## src/rtl/imm_sel_ctrl.sv

```systemverilog
// imm_sel_ctrl: two-entry (head + skid) instruction buffer that pre-decodes the RISC-V immediate format.
// Latency: 1 cycle from accept into an empty buffer to OUT_VALID; decode is stored with each entry.
// Backpressure: IN_READY drops only when both entries are full; OUT_READY=0 holds the head stable.
// Optional: define IMM_SEL_ILL_COUNT_EN to add the saturating ILL_COUNT port.
module imm_sel_ctrl #(
  parameter int ILL_CNT_W = 8
) (
  input  logic                 CLK,
  input  logic                 RESET,
  input  logic                 IN_VALID,
  output logic                 IN_READY,
  input  logic [31:0]          IN_INSTR,
  input  logic [31:0]          IN_PC,
  output logic                 OUT_VALID,
  input  logic                 OUT_READY,
  output logic [31:0]          OUT_INSTR,
  output logic [31:0]          OUT_PC,
  output logic [2:0]           IMM_PICK,
  output logic                 USES_IMM,
  output logic                 ILLEGAL,
  input  logic                 FLUSH
`ifdef IMM_SEL_ILL_COUNT_EN
  ,
  output logic [ILL_CNT_W-1:0] ILL_COUNT
`endif
);

  typedef enum logic [1:0] {
    EMPTY = 2'd0,
    ONE   = 2'd1,
    TWO   = 2'd2
  } state_t;

  // One buffered instruction together with its pre-computed decode.
  typedef struct packed {
    logic [31:0] instr;
    logic [31:0] pc;
    logic [2:0]  pick;
    logic        uses;
    logic        ill;
  } entry_t;

  state_t r_state;
  logic   r_in_ready;
  logic   r_out_valid;
  entry_t r_hd;
  entry_t r_sk;
  entry_t w_new;
  logic   w_acc;
  logic   w_pop;

  assign w_acc = IN_VALID & r_in_ready;
  assign w_pop = r_out_valid & OUT_READY;

  // Decode the incoming opcode so the stored entry carries its immediate format.
  always_comb begin
    w_new.instr = IN_INSTR;
    w_new.pc    = IN_PC;
    w_new.pick  = 3'b111;
    w_new.uses  = 1'b0;
    w_new.ill   = 1'b1;
    case (IN_INSTR[6:0])
      7'b0000011, 7'b0001111, 7'b0010011, 7'b1100111, 7'b1110011: begin
        w_new.pick = 3'b000; w_new.uses = 1'b1; w_new.ill = 1'b0;
      end
      7'b0100011: begin
        w_new.pick = 3'b001; w_new.uses = 1'b1; w_new.ill = 1'b0;
      end
      7'b0110111, 7'b0010111: begin
        w_new.pick = 3'b010; w_new.uses = 1'b1; w_new.ill = 1'b0;
      end
      7'b1100011: begin
        w_new.pick = 3'b011; w_new.uses = 1'b1; w_new.ill = 1'b0;
      end
      7'b1101111: begin
        w_new.pick = 3'b100; w_new.uses = 1'b1; w_new.ill = 1'b0;
      end
      // R-type (incl. M-extension) is legal but has no immediate.
      7'b0110011: begin
        w_new.pick = 3'b000; w_new.uses = 1'b0; w_new.ill = 1'b0;
      end
      default: ;
    endcase
  end

  // Occupancy FSM: reset beats flush, flush beats accept/pop; handshake flags are registered with the state.
  always_ff @(posedge CLK) begin
    if (RESET) begin
      r_state     <= EMPTY;
      r_in_ready  <= 1'b1;
      r_out_valid <= 1'b0;
      r_hd        <= '0;
      r_sk        <= '0;
    end else if (FLUSH) begin
      r_state     <= EMPTY;
      r_in_ready  <= 1'b1;
      r_out_valid <= 1'b0;
    end else begin
      case (r_state)
        EMPTY: begin
          if (w_acc) begin
            r_hd        <= w_new;
            r_state     <= ONE;
            r_out_valid <= 1'b1;
          end
        end
        ONE: begin
          if (w_acc && !w_pop) begin
            r_sk       <= w_new;
            r_state    <= TWO;
            r_in_ready <= 1'b0;
          end else if (w_pop && !w_acc) begin
            r_state     <= EMPTY;
            r_out_valid <= 1'b0;
          end else if (w_acc && w_pop) begin
            r_hd <= w_new;
          end
        end
        TWO: begin
          // IN_READY is low here, so only a pop can happen.
          if (w_pop) begin
            r_hd       <= r_sk;
            r_state    <= ONE;
            r_in_ready <= 1'b1;
          end
        end
        default: begin
          r_state     <= EMPTY;
          r_in_ready  <= 1'b1;
          r_out_valid <= 1'b0;
        end
      endcase
    end
  end

  assign IN_READY  = r_in_ready;
  assign OUT_VALID = r_out_valid;
  assign OUT_INSTR = r_hd.instr;
  assign OUT_PC    = r_hd.pc;
  assign IMM_PICK  = r_hd.pick;
  assign USES_IMM  = r_hd.uses;
  assign ILLEGAL   = r_hd.ill;

`ifdef IMM_SEL_ILL_COUNT_EN
  logic [ILL_CNT_W-1:0] r_ill_cnt;

  // Count popped illegal entries, saturating; a flush suppresses the pop so flushed entries never count.
  always_ff @(posedge CLK) begin
    if (RESET) begin
      r_ill_cnt <= '0;
    end else if (!FLUSH && w_pop && r_hd.ill && (r_ill_cnt != '1)) begin
      r_ill_cnt <= r_ill_cnt + ILL_CNT_W'(1);
    end
  end

  assign ILL_COUNT = r_ill_cnt;
`endif

endmodule

```

## config.mk

```make
export PLATFORM = sky130hd
export DESIGN_NAME = imm_sel_ctrl
export DESIGN_NICKNAME = d
export VERILOG_FILES = /design/src/rtl/imm_sel_ctrl.sv
export SDC_FILE = /design/constraint.sdc
export NUM_CORES = 1
export LEC_CHECK = 0
export CELL_PAD_IN_SITES_DETAIL_PLACEMENT = 2
export CELL_PAD_IN_SITES_GLOBAL_PLACEMENT = 2
export CORE_AREA = 2 2 144 146
export DETAILED_ROUTE_END_ITERATION = 12
export DIE_AREA = 0 0 146 148
export PLACE_DENSITY_LB_ADDON = 0.1
export SYNTH_ARGS = -nofsm -noshare
export SYNTH_HDL_FRONTEND = slang
export SYNTH_SLANG_ARGS = --single-unit
```

## constraint.sdc

```tcl
create_clock -name CLK -period 4.6 [get_ports CLK]
set_input_delay 0.92 -clock CLK [delete_from_list [all_inputs] [get_ports CLK]]
set_output_delay 0.92 -clock CLK [all_outputs]
set_load 0.01 [all_outputs]
```

Yosys cells after proc, flatten, opt, wreduce, memory -nomap -nowiden
Cells that the tools add are included.
W data, S select, Z words.
Operators by class
  eq/ne operators: 21
  multiplexer cells: 19
  bitwise gates (word level): 5
  reduce and logical (&&, ||, !) cells: 15
Operator list (number)
  $mux W69: 5
  $pmux W69 S3: 1
  $pmux W5 S6: 1
  $eq A7 B7 Y1 const B: 4
  $eq A7 B6 Y1 const B: 3
  $eq A7 B5 Y1 const B: 2
  $ne A2 B2 Y1 const B: 7
  $reduce_and A3 Y1: 3
  $mux W2: 4
  $eq A7 B2 Y1 const B: 1
  $eq A7 B4 Y1 const B: 1
  $reduce_and A7 Y1: 1
  $pmux W1 S3: 2
  $pmux W2 S3: 1
  $mux W1: 5
  $reduce_or A5 Y1: 1
  $reduce_and A4 Y1: 1
  $reduce_or A2 Y1: 2
  $logic_and A1 B1 Y1: 3
  $ne A3 B3 Y1 const B: 1
  $not A1 Y1: 3
  $reduce_bool A3 Y1: 1
  $and A1 B1 Y1: 2
  $eq A2 B1 Y1 const B: 1
  3 further kinds: 4
Word-level totals
  bits in registers: 142
  input bits: 69
  output and inout port bits: 71
  word-level logic and storage cells: 73

Longest topological paths before layout
Gate-level depths: netlist (run 1).
  word-level depth: 7
  gate-level depth with buffers: 10
  mapped depth without buffers: 8

Worst setup path after synthesis (run 1)
OpenSTA, ideal clock, no wires.
  path type: in2reg
  start point: input OUT_READY
  end point: register r_hd, in the netlist OUT_INSTR[2]
  library setup time: 0.147 ns
  arrival: 2.460 ns
  required time: 4.453 ns
  setup slack: 1.993 ns
  cell stages on the path: 9
  buffers on the path: 2
  cell sequence: nand2_1 > inv_1 > ha_1 > nor2_1 > a31oi_1 > a211oi_4 > buf_6 > buf_4 > a311oi_1
On the way
  cells in the longest elaborated chain, start to end: 5
  elaborated cells on any way between the ends: 10
  those cells by class: eq/ne: 4; bitwise: 1; reduce/logical: 5
Ends and longest elaborated chain
  start: declaration: line 15  | input logic OUT_READY,
  $and A1 B1 Y1 *: line 53  | assign w_pop = r_out_valid & OUT_READY;
  $logic_not A1 Y1: line 108  | if (w_acc && !w_pop) begin
  $logic_and A1 B1 Y1: line 108
  $ne A2 B2 Y1 (no source line)
  $reduce_and A7 Y1 (no source line) *
  end signal: assignment: line 102  | r_hd <= w_new;
  end signal: assignment: line 116  | r_hd <= w_new;
  end signal: assignment: line 122  | r_hd <= r_sk;
  end: declaration: line 46  | entry_t r_hd;
Mark *: on every way between the ends. The rest lies on a longest branch, timed or not.
A chain may end at the register's enable or synchronous reset.

Worst setup path after layout (run 1)
  start point: input IN_VALID
  end point: register r_sk[10] (netlist name)
On the way
  cells in the longest elaborated chain, start to end: 3
Ends and longest elaborated chain
  start: declaration: line 10  | input logic IN_VALID,
  $and A1 B1 Y1: line 52  | assign w_acc = IN_VALID & r_in_ready;
  $logic_and A1 B1 Y1: line 108
  $reduce_and A3 Y1 (no source line)
  end signal: assignment: line 109  | r_sk <= w_new;
  end: declaration: line 47  | entry_t r_sk;
No other way between the ends.

==> results.md, run 1 <==
- Met2 routed WL: between 9000 and 10000 um
- Tot GR Track Use: 0.190
- Asr flop ratio synth: 0
- DR vias/cell: between 5 and 6
- GRT overflow: 0
- Number of synthesized flops with an enable pin: 0
- DRC: 0
- Critical path capture point: r_sk[10]
- Post-synthesis instance area: between 0.006 and 0.007 sq mm
- M1 WL: just over 9000 um
- Main combinational cell family by area after synthesis: simple AND/OR/NAND/NOR gates
- # resized after CTS: 0
- CORE AREA: 0.0200 sq mm
- Worst Max-Slew Pin Slew: about 1.0 ns
- Gpl congestion: about 0.76
- Nets: just over 900
- R2R depth: 4
- Critical path origin: IN_VALID
- Reg-to-Reg Start: r_state[1]
- Post-synthesis adder-cell area fraction: 0.00615
- Routed Antenna Nets: 0
- Worst path required time: around 4.9 ns
- Worst skew pair latency: around 0.42 ns
- Syn Area/Cell: between 8 and 9 sq um
- Sequential fraction of the synthesis area: 0.466
- CP max FO: 40
- Yosys reg bits: about 140
- RSZ-0062 raised after global routing: false
- Worst vdd ir: approximately 280 uV
- Row count: 52
- Setup CP Type: in2reg
- # clock sinks: 142
- Largest net degree at the start of global routing: 102
- Final WL: ~20000 um
- Clk_skew: approximately 0.0076 ns
- Area of the multi-input gates: slightly below 0.003 sq mm
- Post-CTS Setup Bufs: 0
- Tcrit/Tclk final: 0.680
- Met3 WL: roughly 880 um
- Share of cells above drive strength 1: 0.0993
- Post-synth cell types: between 40 and 50
- Io pins: 140
- CTS Buf Count: 17
- Routed len/inst: 17.6 um
- Fmax: between 0.3 and 0.4 GHz
- Fin. max-slew vios: 0
- Vias in the first global route: 6359
- Mux share of post-synthesis cell area: 0.00185
- Synth-to-Final Area Change: 33.9%
- Simple-gate share of the synthesized area: 0.243
- DRT iter0 DRCs: 198
- Chip height: 148 um
- Leak: approximately 2.8 nW
- Util after Layout: 0.408
- Outcome: finished, final reports clean
- Vias: about 5.7k
- Cts hold-fix bufs: 0
- Reg area: about 0.0028 sq mm
- Synthesis Warnings: 0
- Worst setup SP type: primary input
- Syn Nets: approximately 820
- Port Buffers: between 100 and 150
- CTS Buffer Depth: 2
- Top FF cell, synth: dfxtp_1
- Min Tclk post-route: around 3.1 ns
- Starting density of the core: 0.304
- Worst r2r dst: OUT_PC[11]
- Die width: about 150 um
- Final Hold Viols: 0
- Setup TNS Final: 0 ns
- Die area: approximately 0.022 sq mm
- Slew HR: 0.299
- Mapped Cells: roughly 750
- Crit path arrival time: 3.39 ns
- Initial antenna violation count: 0
- First-pass GRT wire length: approximately 33000 um
- Max-cap viol count: 0
- Filler Cell Count: approximately 2.3k
- Endpoints failing setup: 0
- Drt pass-1 iters: 4
- Synth Area in Compound Gates: 0.221
- R2R setup slack: ~2 ns
- Top layer used by detailed routing: met4
- CP endpoint kind: flop
- Final hold slack: around 0.46 ns
- HP Class: reg2reg
- Clock Tree Root: clkbuf_16
- Clk pin slew, worst setup/hold paths: around 0.06 ns
- Xor/xnor cell area share of the yosys netlist: 0
- CTS tree: built
- Detail Placement HPWL: approximately 13000 um
- Pwr Density: 389 mW/mm^2
- H-tree depth: 4
==> cell families (layout without fill, tap and decap cells) <==
family / after synthesis / in the layout
fa+ha+maj: 3 / 3
other cells: 0 / 1
flops: 142 / 142
mux: 1 / 1
simple gates: 373 / 373
compound gates: 163 / 163
buf+inv: 70 / 184
==> Yosys cell counts (3+ instances only) <==
cell / count / area [sq um]
a311oi_2: 36 / 541
o21ai_0: 7 / 35.0
nor2b_1: 5 / 31.3
nor3_1: 6 / 30.0
ha_1: 3 / 37.5
inv_1: 6 / 22.5
buf_1: 4 / 15.0
or3_1: 3 / 18.8
clkbuf_1: 36 / 135
a21oi_1: 77 / 385
nor2_1: 72 / 270
nand2_1: 271 / 1020
buf_6: 13 / 146
dfxtp_1: 142 / 2840
nand2b_1: 7 / 43.8
a311oi_1: 28 / 245
buf_2: 9 / 45.0
==> how the worst min path moves through the flow <==
stage,from,to,slack (ns),cells after the start
2_1_floorplan,r_sk[1],r_sk[1],0.43,2
3_3_place_gp,r_sk[1],r_sk[1],0.44,2
3_5_place_dp,r_sk[64],r_sk[64],0.45,2
4_1_cts,r_sk[64],r_sk[64],0.46,2
5_1_grt,r_sk[51],r_sk[51],0.48,2
6_report,r_sk[64],r_sk[64],0.46,2
==> cell type report <==
type,instances,share of cell area
multi-input cells,540,0.354
inverters,6,0.00276
clock inverters,12,0.0210
well taps,270,0.0414
repair buffers,148,0.180
clock buffers,18,0.0525
flip-flops and latches,142,0.348
diodes,1,0.000306
==> cells in the final DEF (no fill, tap or decap), types with 2 or more instances in the layout <==
master           netlist  layout
a32o_1                 2       2
nor3_1                 6       5
dfxtp_1              142     142
o21ai_0                7       7
inv_1                  6       6
a311oi_1              28      28
buf_4                  2       9
bufinv_16              0       4
nor2_1                72      72
clkinvlp_4             0       3
clkbuf_16              0      17
nand2b_1               7       7
nand2_1              271     270
clkdlybuf4s50_1        0     138
a21oi_1               77      77
a311oi_2              36      36
nor3_2                 1       2
clkinv_2               0       4
or3_1                  3       2
nor2b_1                5       4
ha_1                   3       3
a31oi_1                2       2
==> worst max-delay path, cell delays in order <==
cell and delay, ns:
clkdlybuf4s50_1 0.47, nand2_1 0.11, inv_1 0.11, ha_1 0.20, nand2_1 0.12, or3_2 0.83
buf_4 0.40, nand2_1 0.12, a21oi_1 0.07
==> flip-flops by register name (all words and copies together) (netlist names) <==
signal and flops:
ILLEGAL 1, IMM_PICK 3, IN_READY 1, OUT_INSTR 32, OUT_PC 32, OUT_VALID 1, USES_IMM 1, r_sk 69
r_state 2
==> power breakdown <==
part | internal, W | switching [W] | leakage [nW]
sequential | 0.00129 | 0.0000354 | 1.16
clock | 0.000897 | 0.000546 | 0.287
combinational | 0.000205 | 0.000207 | 1.36
total | 0.00239 | 0.000788 | 2.81
==> routing by layer <==
metal,GRT usage,vias up
li1,-,2751
met3,0.0423,21
met4,0.0597,0
met1,0.236,2828
met5,0,-
met2,0.330,120
==> stage by stage <==
step                      setup slack (ns)  power, W  cells  instance area, sq um
final                                 1.47   0.00318   1137                  8170
after global routing                  1.26   0.00331   1136                  8170
after CTS                             1.47   0.00323   1136                  8170
after detailed placement              1.01   0.00177   1106                  7570
after global placement                1.16   0.00175   1106                  7570
after floorplan                       1.99   0.00155    752                  6100
No activity file was read; power rests on OpenSTA's default activity.
==> inputs of run 2 (changes only) <==
--- a/config.mk
+++ b/config.mk
@@ -7,9 +7,9 @@
 export LEC_CHECK = 0
 export CELL_PAD_IN_SITES_DETAIL_PLACEMENT = 2
 export CELL_PAD_IN_SITES_GLOBAL_PLACEMENT = 2
-export CORE_AREA = 2 2 144 146
+export CORE_AREA = 2 2 149 151
 export DETAILED_ROUTE_END_ITERATION = 12
-export DIE_AREA = 0 0 146 148
+export DIE_AREA = 0 0 151 153
 export PLACE_DENSITY_LB_ADDON = 0.1
 export SYNTH_ARGS = -nofsm -noshare
 export SYNTH_HDL_FRONTEND = slang
==> constraint.sdc (replaced) <==
create_clock -name CLK -period 3.1 [get_ports CLK]
set_input_delay 0.62 -clock CLK [delete_from_list [all_inputs] [get_ports CLK]]
set_output_delay 0.62 -clock CLK [all_outputs]
set_load 0.01 [all_outputs]
==> results.md, run 2 (synthesized netlist as in run 1, its figures left out) <==
- Outcome: finished, final reports clean
- Io pins: 140 (unchanged)
- Worst path required time: 3.38 ns (-1.48 ns)
- DRC: 0 (unchanged)
- DRT iter0 DRCs: 129 (-35%)
- Die width: 151 um (+3.4%)
- Filler Cell Count: 2436 (+6.6%)
- Detail Placement HPWL: 13900 um (+7.7%)
- Critical path's top delay family: simple AND/OR/NAND/NOR gates
- Row count: 54 (+3.8%)
- Chip height: 153 um (+3.4%)
- Vias in the first global route: 6498 (+2.2%)
- Cell-internal power: 0.00353 W (+48%)
- RSZ-0062 raised after global routing: false
- R2R depth: 7 (+3)
- Diode count: 0 (-1)
- Post-CTS Setup Bufs: 0 (unchanged)
- Routed Antenna Nets: 0 (unchanged)
- Final WL: 21100 um (+5.1%)
- Setup CP Type: in2reg
- Clock power share: 0.450 (-0.004)
- Largest register by flop count: r_sk
- Gpl congestion: 0.769 (+1.3%)
- Pwr Density: 566 mW/mm^2 (+46%)
- Sequential power share: 0.414 (-0.002)
- Max-cap viol count: 0 (unchanged)
- Hold wc startpoint: r_sk[58]
- Worst Hold End: r_sk[58]
- Share of cells above drive strength 1: 0.113 (+0.0132)
- CP max FO: 6 (-85%)
- Most frequent cells in the layout: 270 x nand2_1, 142 x dfxtp_1, 138 x clkdlybuf4s50_1
- Largest net degree at the start of global routing: 69 (-32%)
- Cts hold-fix bufs: 0 (unchanged)
- Worst skew pair latency: 0.42 ns (about the same)
- Worst setup SP type: primary input
- DR vias/cell: 5.01 (-0.44%)
- Finished Layout Cells: 1160 (+2.0%)
- CTS Buf Count: 17 (unchanged)
- CP max stage delay: 0.55 ns (-0.28 ns)
- Fmax: 0.383 GHz
- Drt pass-1 iters: 4 (unchanged)
- CP endpoint kind: flop
- R2R setup slack: 0.78 ns (-1.21 ns)
- Starting density of the core: 0.284 (-0.0205)
- Crit path cell chain: clkdlybuf4s50_1 -> nand2_1 -> inv_1 -> ha_1 -> nand2_1 -> or3_2 -> nor3_1 -> a21oi_1
- Endpoints failing setup: 0 (unchanged)
- Switching Share: 0.255 (+0.00690)
- Fin. max-slew vios: 0 (unchanged)
- GRT overflow: 0 (unchanged)
- Routed len/inst: 18.2 um (+3.0%)
- Die area: 0.0231 sq mm (+6.9%)
- HP Class: reg2reg
- Slew HR: 0.420 (+0.121)
- Clk_skew: 0.0111 ns (+0.00347 ns)
- CTS Buffer Depth: 2 (unchanged)
- Hold Path Cell Cnt: 2 (unchanged)
- Slowest-stage cell, CP: or3_2
- Clock Tree Root: clkbuf_16
- Net Switching: 0.00121 W (+53%)
- Worst vdd ir: 328 uV (+19%)
- Most frequent CP cell: nand2_1
- Min Tclk post-route: 2.61 ns
- Comb pwr share: 0.135 (+0.006)
- H-tree depth: 4 (unchanged)
- Vias: 5810 (+1.6%)
- Inst Count DP: 1128 (+2.0%)
- Worst r2r dst: r_sk[3]
- First-pass GRT wire length: 34000 um (+3.1%)
- Clk pin slew, worst setup/hold paths: 0.06 ns (about the same)
- Max FFs per register: 69 (unchanged)
- Setup TNS Final: 0 ns (unchanged)
- Final Hold Viols: 0 (unchanged)
- Buffers & Inverters on Critical Path: 2 (-1)
- Leak: 2.90 nW (+3.3%)
- Tcrit/Tclk final: 0.842
- Commonest non-fill, non-tap cell in the layout: nand2_1
- # resized after CTS: 0 (unchanged)
- Crit path arrival time: 2.89 ns (-0.50 ns)
- Nets: 939 (+1.3%)
- Worst Max-Slew Pin Slew: 0.848 ns (-0.200 ns)
- CTS tree: built
- Synth-to-Final Area Change: 37.3%
- Initial antenna violation count: 0 (unchanged)
- Reg-to-Reg Start: IN_READY
- Port Buffers: 139 (unchanged)
- Tot GR Track Use: 0.186 (-0.00359)
- # clock sinks: 142 (unchanged)
- CORE AREA: 0.0215 sq mm (+7.2%)
[run 2: cell types whose count changed in the layout (fill, tap and decap cells not counted), sizes merged]
cell	before	now
bufinv	4	3
buf	10	22
clkinvlp	3	2
clkinv	5	4
inv	6	9
clkbuf	18	20
diode	1	0
[run 2: how the worst max path moves through the flow]
stage                   endpoint  cells after the start  slack, ns       from
floorplan           OUT_INSTR[2]                      9       0.79  OUT_READY
global placement         r_sk[3]                      8       0.23   IN_VALID
detailed placement     OUT_PC[8]                     10       0.06  OUT_READY
CTS                      r_sk[3]                      8       0.48   IN_VALID
global route             r_sk[3]                      8       0.39   IN_VALID
finish                   r_sk[3]                      8       0.49   IN_VALID
[run 2: layout make-up]
| cell class | count | area, sq um | area share |
|---|---|---|---|
| inverter | 6 | 22.5 | 0.00269 |
| tap | 280 | 350 | 0.0418 |
| clock buffer | 20 | 447 | 0.0533 |
| timing repair buffer | 160 | 1660 | 0.198 |
| clock inverter | 12 | 159 | 0.0190 |
| multi-input combinational | 540 | 2890 | 0.346 |
| sequential | 142 | 2840 | 0.339 |
[run 2: power groups by stage]
stage          clock [W]  combinational (W)  sequential, W
3_3_place_gp           0           0.000623        0.00200
4_1_cts          0.00219           0.000653        0.00197
2_1_floorplan          0           0.000281        0.00203
5_1_grt          0.00229           0.000695        0.00198
6_report         0.00214           0.000641        0.00197
3_5_place_dp           0           0.000647        0.00201
[run 2: worst reg2reg max path, stage by stage, from the launching register on]
cell and delay (ns):
dfxtp_1 0.38, nand2_1 0.13, inv_1 0.11, ha_1 0.21
nand2_1 0.14, or3_2 0.55, nor3_1 0.50, a21oi_1 0.16
[run 2: stage by stage]
| step | area, sq um | power (W) | hold slack [ns] | setup WS, ns | util |
|---|---|---|---|---|---|
| floorplan | 6100 | 0.00231 | 0.432 | 0.793 | - |
| global placement | 7770 | 0.00263 | 0.442 | 0.232 | 0.362 |
| detailed placement | 7770 | 0.00265 | 0.452 | 0.0619 | 0.362 |
| CTS | 8370 | 0.00481 | 0.459 | 0.484 | 0.390 |
| global route | 8370 | 0.00496 | 0.479 | 0.385 | 0.390 |
| finish | 8370 | 0.00474 | 0.457 | 0.490 | 0.390 |
[run 2: per-layer routing]
layer  track usage  wire (um)
met5             0          0
met4        0.0472        226
met3        0.0406        759
met2         0.334      10800
met1         0.224       9270
